$ cat src/rtl/wb_pkg.sv
// Shared types for the Wishbone burst initiator: FSM state encoding and
// the per-beat response flags captured when a bus beat completes.
package wb_pkg;

    localparam logic [1:0] WB_ST_IDLE  = 2'd0;
    localparam logic [1:0] WB_ST_WDATA = 2'd1;
    localparam logic [1:0] WB_ST_BUS   = 2'd2;
    localparam logic [1:0] WB_ST_RESP  = 2'd3;

    typedef enum logic [1:0] {
        ST_IDLE  = WB_ST_IDLE,
        ST_WDATA = WB_ST_WDATA,
        ST_BUS   = WB_ST_BUS,
        ST_RESP  = WB_ST_RESP
    } wb_state_e;

    // Response status held alongside the captured data word.
    typedef struct packed {
        logic err;
        logic last;
    } wb_beat_flags_t;

    function automatic logic beat_is_last(input logic err, input logic at_len);
        return err | at_len;
    endfunction

endpackage

$ cat src/rtl/wb_timeout_cnt.sv
// Beat watchdog: down-counter loaded on entry to a bus wait, terminal at zero.
module wb_timeout_cnt
    import wb_pkg::*;
#(
    parameter int WIDTH = 8
) (
    input  logic             clk,
    input  logic             rst,
    input  logic             load,
    input  logic [WIDTH-1:0] load_val,
    input  logic             en,
    input  logic             clr,
    output logic             terminal
);

    logic [WIDTH-1:0] cnt;

    assign terminal = (cnt == '0);

    // Load wins over clear so a wait can be armed straight out of idle.
    always_ff @(posedge clk or posedge rst) begin
        if (rst) begin
            cnt <= '0;
        end else if (load) begin
            cnt <= load_val;
        end else if (clr) begin
            cnt <= '0;
        end else if (en && !terminal) begin
            cnt <= cnt - WIDTH'(1);
        end
    end

endmodule

$ cat src/rtl/wb_burst_master.sv
// Wishbone classic-cycle initiator: turns commands plus a write-data stream
// into incrementing-address beats and returns one response per beat.
//
// state | meaning
// IDLE  | waiting for a command, cmd_ready high
// WDATA | cyc held, waiting for the next write word
// BUS   | cyc+stb driven, waiting for ack, err or timeout
// RESP  | presenting the beat response, stb low
module wb_burst_master
    import wb_pkg::*;
#(
    parameter int DATA_WIDTH   = 32,
    parameter int ADDR_WIDTH   = 16,
    parameter int SELECT_WIDTH = DATA_WIDTH / 8,
    parameter int LEN_WIDTH    = 8,
    parameter int TIMEOUT      = 255
) (
    input  logic                    clk,
    input  logic                    rst,
    input  logic                    cmd_valid,
    output logic                    cmd_ready,
    input  logic [ADDR_WIDTH-1:0]   cmd_addr,
    input  logic                    cmd_we,
    input  logic [SELECT_WIDTH-1:0] cmd_sel,
    input  logic [LEN_WIDTH-1:0]    cmd_len,
    input  logic [DATA_WIDTH-1:0]   wr_dat,
    input  logic                    wr_valid,
    output logic                    wr_ready,
    output logic [DATA_WIDTH-1:0]   rsp_dat,
    output logic                    rsp_err,
    output logic                    rsp_last,
    output logic                    rsp_valid,
    input  logic                    rsp_ready,
    output logic                    busy,
    output logic [ADDR_WIDTH-1:0]   wb_adr_o,
    input  logic [DATA_WIDTH-1:0]   wb_dat_i,
    output logic [DATA_WIDTH-1:0]   wb_dat_o,
    output logic                    wb_we_o,
    output logic [SELECT_WIDTH-1:0] wb_sel_o,
    output logic                    wb_stb_o,
    input  logic                    wb_ack_i,
    input  logic                    wb_err_i,
    output logic                    wb_cyc_o
);

    wb_state_e state, state_next;

    logic [ADDR_WIDTH-1:0]   adr_q;
    logic                    we_q;
    logic [SELECT_WIDTH-1:0] sel_q;
    logic [LEN_WIDTH-1:0]    len_q;
    logic [LEN_WIDTH-1:0]    beat_q;
    logic [DATA_WIDTH-1:0]   wdat_q;
    logic [DATA_WIDTH-1:0]   rdat_q;
    wb_beat_flags_t          flags_q;

    logic cmd_fire;
    logic wr_fire;
    logic rsp_fire;
    logic bus_done;
    logic beat_err;
    logic timeout_hit;

    assign cmd_fire = cmd_valid & cmd_ready;
    assign wr_fire  = wr_valid & wr_ready;
    assign rsp_fire = rsp_valid & rsp_ready;
    assign bus_done = (state == ST_BUS) & (wb_err_i | wb_ack_i | timeout_hit);
    // err beats ack; a timeout only counts if the responder stayed silent.
    assign beat_err = wb_err_i | (~wb_ack_i & timeout_hit);

    always_ff @(posedge clk or posedge rst) begin
        if (rst) begin
            state <= ST_IDLE;
        end else begin
            state <= state_next;
        end
    end

    always_comb begin
        state_next = state;
        cmd_ready  = 1'b0;
        wr_ready   = 1'b0;
        rsp_valid  = 1'b0;
        wb_cyc_o   = 1'b0;
        wb_stb_o   = 1'b0;
        busy       = 1'b0;
        case (state)
            ST_IDLE: begin
                cmd_ready = ~rst;
                if (cmd_valid && !rst) begin
                    state_next = cmd_we ? ST_WDATA : ST_BUS;
                end
            end
            ST_WDATA: begin
                busy     = 1'b1;
                wr_ready = 1'b1;
                wb_cyc_o = 1'b1;
                if (wr_valid) begin
                    state_next = ST_BUS;
                end
            end
            ST_BUS: begin
                busy     = 1'b1;
                wb_cyc_o = 1'b1;
                wb_stb_o = 1'b1;
                if (wb_err_i || wb_ack_i || timeout_hit) begin
                    state_next = ST_RESP;
                end
            end
            ST_RESP: begin
                busy      = 1'b1;
                rsp_valid = 1'b1;
                wb_cyc_o  = ~flags_q.last;
                if (rsp_ready) begin
                    if (flags_q.last) begin
                        state_next = ST_IDLE;
                    end else begin
                        state_next = we_q ? ST_WDATA : ST_BUS;
                    end
                end
            end
            default: state_next = ST_IDLE;
        endcase
    end

    always_ff @(posedge clk or posedge rst) begin
        if (rst) begin
            adr_q   <= '0;
            we_q    <= 1'b0;
            sel_q   <= '0;
            len_q   <= '0;
            beat_q  <= '0;
            wdat_q  <= '0;
            rdat_q  <= '0;
            flags_q <= '0;
        end else begin
            if (cmd_fire) begin
                adr_q  <= cmd_addr;
                we_q   <= cmd_we;
                sel_q  <= cmd_sel;
                len_q  <= cmd_len;
                beat_q <= '0;
            end
            if (wr_fire) begin
                wdat_q <= wr_dat;
            end
            if (bus_done) begin
                rdat_q       <= (beat_err || we_q) ? '0 : wb_dat_i;
                flags_q.err  <= beat_err;
                flags_q.last <= beat_is_last(beat_err, beat_q == len_q);
            end
            if (rsp_fire && !flags_q.last) begin
                beat_q <= beat_q + LEN_WIDTH'(1);
                adr_q  <= adr_q + ADDR_WIDTH'(SELECT_WIDTH);
            end
        end
    end

    generate
        if (TIMEOUT > 0) begin : g_timeout
            localparam int TO_W = $clog2(TIMEOUT + 1);
            logic to_term;

            wb_timeout_cnt #(
                .WIDTH(TO_W)
            ) u_timeout (
                .clk     (clk),
                .rst     (rst),
                .load    ((state != ST_BUS) && (state_next == ST_BUS)),
                .load_val(TO_W'(TIMEOUT - 1)),
                .en      (state == ST_BUS),
                .clr     (state == ST_IDLE),
                .terminal(to_term)
            );

            assign timeout_hit = to_term & (state == ST_BUS);
        end else begin : g_no_timeout
            assign timeout_hit = 1'b0;
        end
    endgenerate

    assign wb_adr_o = adr_q;
    assign wb_we_o  = we_q;
    assign wb_sel_o = sel_q;
    assign wb_dat_o = wdat_q;
    assign rsp_dat  = rdat_q;
    assign rsp_err  = flags_q.err;
    assign rsp_last = flags_q.last;

endmodule
$ cat config.mk
export PLATFORM = sky130hd
export DESIGN_NAME = wb_burst_master
export DESIGN_NICKNAME = d
export VERILOG_FILES = /design/src/rtl/wb_pkg.sv /design/src/rtl/wb_timeout_cnt.sv /design/src/rtl/wb_burst_master.sv
export SDC_FILE = /design/constraint.sdc
export NUM_CORES = 1
export LEC_CHECK = 0
export CAP_MARGIN = 15
export CORE_ASPECT_RATIO = 0.5
export CORE_MARGIN = 4
export CORE_UTILIZATION = 47
export DETAILED_ROUTE_END_ITERATION = 6
export GPL_ROUTABILITY_DRIVEN = 0
export PLACE_DENSITY = 0.85
export SLEW_MARGIN = 20
export SYNTH_ARGS = -nofsm -noshare
export SYNTH_HDL_FRONTEND = slang
export SYNTH_SLANG_ARGS = --single-unit
$ cat constraint.sdc
create_clock -name clk -period 9.9 [get_ports clk]
set_input_delay 1.98 -clock clk [delete_from_list [all_inputs] [get_ports clk]]
set_output_delay 1.98 -clock clk [all_outputs]
set_load 0.01 [all_outputs]
==> results by group <==
Status
  – Status: finished, final reports clean

STA
  – # setup viols final: 0
  – Final period util: 52.2%
  – Worst Skew: 0.00870 ns
  – Final hold slack: 0.486 ns
  – Setup ws final: 4.73 ns
  – RSZ-0062 raised after global routing: false
  – Achievable frequency: 0.194 GHz
  – Setup TNS: 0 ns
  – Worst-margin pin slew: 0.909 ns
  – Slew HR: 39.2%
  – Max Slew Vio Count: 0
  – Final Hold Viols: 0
  – Tmin final: 5.17 ns

Floorplanning
  – Die ar.: 0.0123 mm^2
  – Top Ports: 193
  – Initial core utilization: 48.2%
  – Die Y: 80.4 um
  – Die X: 153 um
  – Row count: 26
  – Floorplan core area: 0.0102 mm^2

GRT
  – GR Overflow Total: 0
  – GRT Total Usage: 23.1%
  – Vias in the first global route: 4,183
  – Global-route wire length before repair: 22,300 um
  – Largest net degree at the start of global routing: 61
  – Initial antenna violation count: 0

Worst setup path
  – CP endpoint kind: output pin
  – Worst path required time: 7.92 ns
  – Critical Path AT: 3.19 ns
  – Max stage delay on crit path: 0.55 ns
  – Crit path cell chain: clkdlybuf4s50_1 -> nor2b_1 -> clkdlybuf4s50_1
  – Cell family with most CP delay: buffers and inverters
  – Startpoint types: primary input
  – Most frequent CP cell: clkdlybuf4s50_1
  – Worst Path Class, Setup: in2out
  – Crit path max fanout: 4
  – Worst Path Buf+Inv: 2
  – CP max stage cell: clkdlybuf4s50_1

Hold path
  – Hold Path Class: reg2reg

Synth
  – Sequential share of the synthesized area: 57.4%
  – #FFs+latches synth: 113
  – Post-synth EDFFs: 0
  – Synth warn: 0
  – Fraction of registers with async set/reset: 100%
  – Main synth FF type: dfrtp_1
  – Avg Cell Area, Syn: 12.2 um^2
  – Top post-synthesis cells by area: dfrtp_1 (57%), mux2_2 (10%), a22o_1 (5.9%), ha_1 (2.3%), o21ai_0 (2.0%)
  – Synth cell types: 45
  – Mapped cell area: 0.00492 mm^2
  – Cell taking the most area after synthesis: dfrtp_1
  – Synthesized Nets: 513
  – Mapped Cells: 404
  – Post-synth top area share: 57.4%

CTS
  – CTS tree: built
  – Clk slew on worst S/H paths: 0.05 ns
  – CTS resizes: 0
  – H-tree levels: 4
  – CTS Buf Count: 17
  – Root Buffer: clkbuf_16
  – Clock latency on the worst-skew pair: 0.41 ns
  – Post-CTS setup buffer count: 0
  – Hold buffer count at cts: 0
  – Longest Clk Path Bufs: 2
  – Clock Sinks: 113

Route
  – Via count: 4,098
  – TritonRoute pass-1 iters: 5
  – Via/cell ratio: 5.44
  – WL per Instance: 18.6 um
  – DRT iter0 DRCs: 264
  – Final wirelength: 14,000 um
  – DR DRC count: 0
  – Final ANT Viol Nets: 0

Place
  – DP Worst Slack: 4.74 ns
  – Detailed Place HPWL: 9320 um
  – IO buf count: 192
  – Placed Instance Area: 0.00695 mm^2

Run
  – MaxCap Viol Count: 0

Cells and area
  – # fillers: 691
  – Layout cell share with drive strength beyond 1: 14.4%
  – Area growth syn-to-layout: 52.4%
  – Fin util: 73.5%
  – Nets: 709
  – Design area: 0.00750 mm^2
  – Diodes inserted: 0

Pwr
  – Leakage: 3.22 nW
  – Pwr dens: 321 mW/mm^2
  – VDD IR max: 0.000155 V
[tightest hold or removal path, stage by stage (launching register included)]
cell     delay [ns]
dfrtp_1        0.34
nand2_1        0.05
nand2_1        0.06
[metal layers]
layer / global-route usage (%) / share of wire (%) / up-vias / routed length (um)
li1: - / - / 1881 / -
met2: 41.1 / 52 / 121 / 7330
met1: 27.9 / 42 / 2076 / 5830
met3: 6.19 / 4.9 / 20 / 686
met5: 0 / 0 / - / 0
met4: 7.38 / 1.3 / 0 / 187
[metrics by stage]
| stage | total power [mW] | std cells |
|---|---|---|
| after detailed placement | 1.83 | 721 |
| after global placement | 1.80 | 721 |
| after global routing | 2.55 | 753 |
| after floorplan | 1.31 | 404 |
| after CTS | 2.43 | 753 |
| final | 2.41 | 753 |
[placed cells by master, fill, tap and decap left out, drive strengths merged, types with 2 or more instances in the layout]
| master | netlist | routed |
|---|---|---|
| clkdlybuf4s50 | 0 | 192 |
| dfrtp | 113 | 113 |
| mux2 | 44 | 44 |
| a22o | 33 | 33 |
| nand2 | 26 | 26 |
| nor2 | 23 | 23 |
| o21ai | 22 | 22 |
| clkbuf | 8 | 19 |
| nand3 | 13 | 13 |
| a21oi | 12 | 12 |
| inv | 11 | 12 |
| xor2 | 11 | 11 |
| ha | 9 | 9 |
| clkinvlp | 0 | 8 |
| nor3 | 8 | 8 |
| a311oi | 6 | 6 |
| and3 | 5 | 5 |
| a211oi | 5 | 5 |
| nor4 | 5 | 5 |
| nor2b | 4 | 4 |
| buf | 11 | 4 |
| and2 | 3 | 3 |
| o211ai | 3 | 3 |
| xnor2 | 3 | 3 |
| clkinv | 0 | 3 |
| and4 | 2 | 2 |
| mux2i | 2 | 2 |
| o221a | 2 | 2 |
| nand4 | 2 | 2 |
| a31oi | 2 | 2 |
| o22ai | 2 | 2 |
| nand2b | 2 | 2 |
| nand3b | 2 | 2 |
| o31ai | 2 | 2 |
[report_power, final]
part           internal (mW)  leakage (nW)  total, mW  switching [mW]
sequential             0.678          1.41      0.837           0.159
clock                  0.350         0.249      0.567           0.217
combinational          0.576          1.56       1.01           0.431
total                   1.60          3.22       2.41           0.807
[Yosys cell counts, types with 2 or more instances]
master    count
o221a_2       2
a22o_1       33
inv_1        11
o22ai_1       2
o211ai_1      3
mux2i_1       2
a311oi_1      6
o21ai_1       2
buf_2         3
nor3_1        8
nand2_1      26
mux2_2       44
buf_6         5
ha_1          9
nor2b_1       4
and2_1        3
buf_1         3
and3_1        5
xor2_1       11
clkbuf_1      8
nor2_1       23
nor4_1        4
o21ai_0      20
a21oi_1      12
nand4_1       2
nand3_1      13
and4_1        2
a31oi_1       2
dfrtp_1     113
a211oi_1      5
xnor2_1       3
nand2b_1      2
[cell families after synthesis]
logic type / after synthesis / share of synthesized area [%]
AOI/OAI and AO/OA: 94 / 14.2
xor gates and xnor gates: 14 / 2.49
adders and majority gates: 9 / 2.29
buffers and inverters: 30 / 3.12
DFF: 113 / 57.4
muxes: 46 / 10.5
and+or+nand+nor: 98 / 10.0
[cell type report]
cell class                 count  area (um^2)  area share [%]
tap                          140          175            2.33
clock buffer                  19          443            5.90
sequential                   113         2830            37.7
inverter                      11         43.8           0.584
timing repair buffer         196         1950            26.0
multi-input combinational    261         1950            26.0
clock inverter                13          114            1.52
[state kept, by name (all words and copies together) (netlist names)]
register                 cells
beat_q                       8
g_timeout.u_timeout.cnt      8
len_q                        8
rsp_dat                     32
rsp_err                      1
rsp_last                     1
state                        2
wb_adr_o                    16
wb_dat_o                    32
wb_sel_o                     4
wb_we_o                      1
[final timing paths]
kind / cells after the start / endpoint / slack (ns) / startpoint
max: 3 / cmd_ready / 4.73 / rst
min: 2 / wb_adr_o[0] / 0.49 / wb_adr_o[0]
max reg2reg: 6 / wb_adr_o[15] / 6.78 / state[0]
min reg2reg: 2 / wb_adr_o[0] / 0.49 / wb_adr_o[0]
max in group asynchronous: 3 / wb_sel_o[3] / 6.57 / rst
min in group asynchronous: 2 / rsp_err / 2.12 / rst
Power figures use the tool's default switching activity.
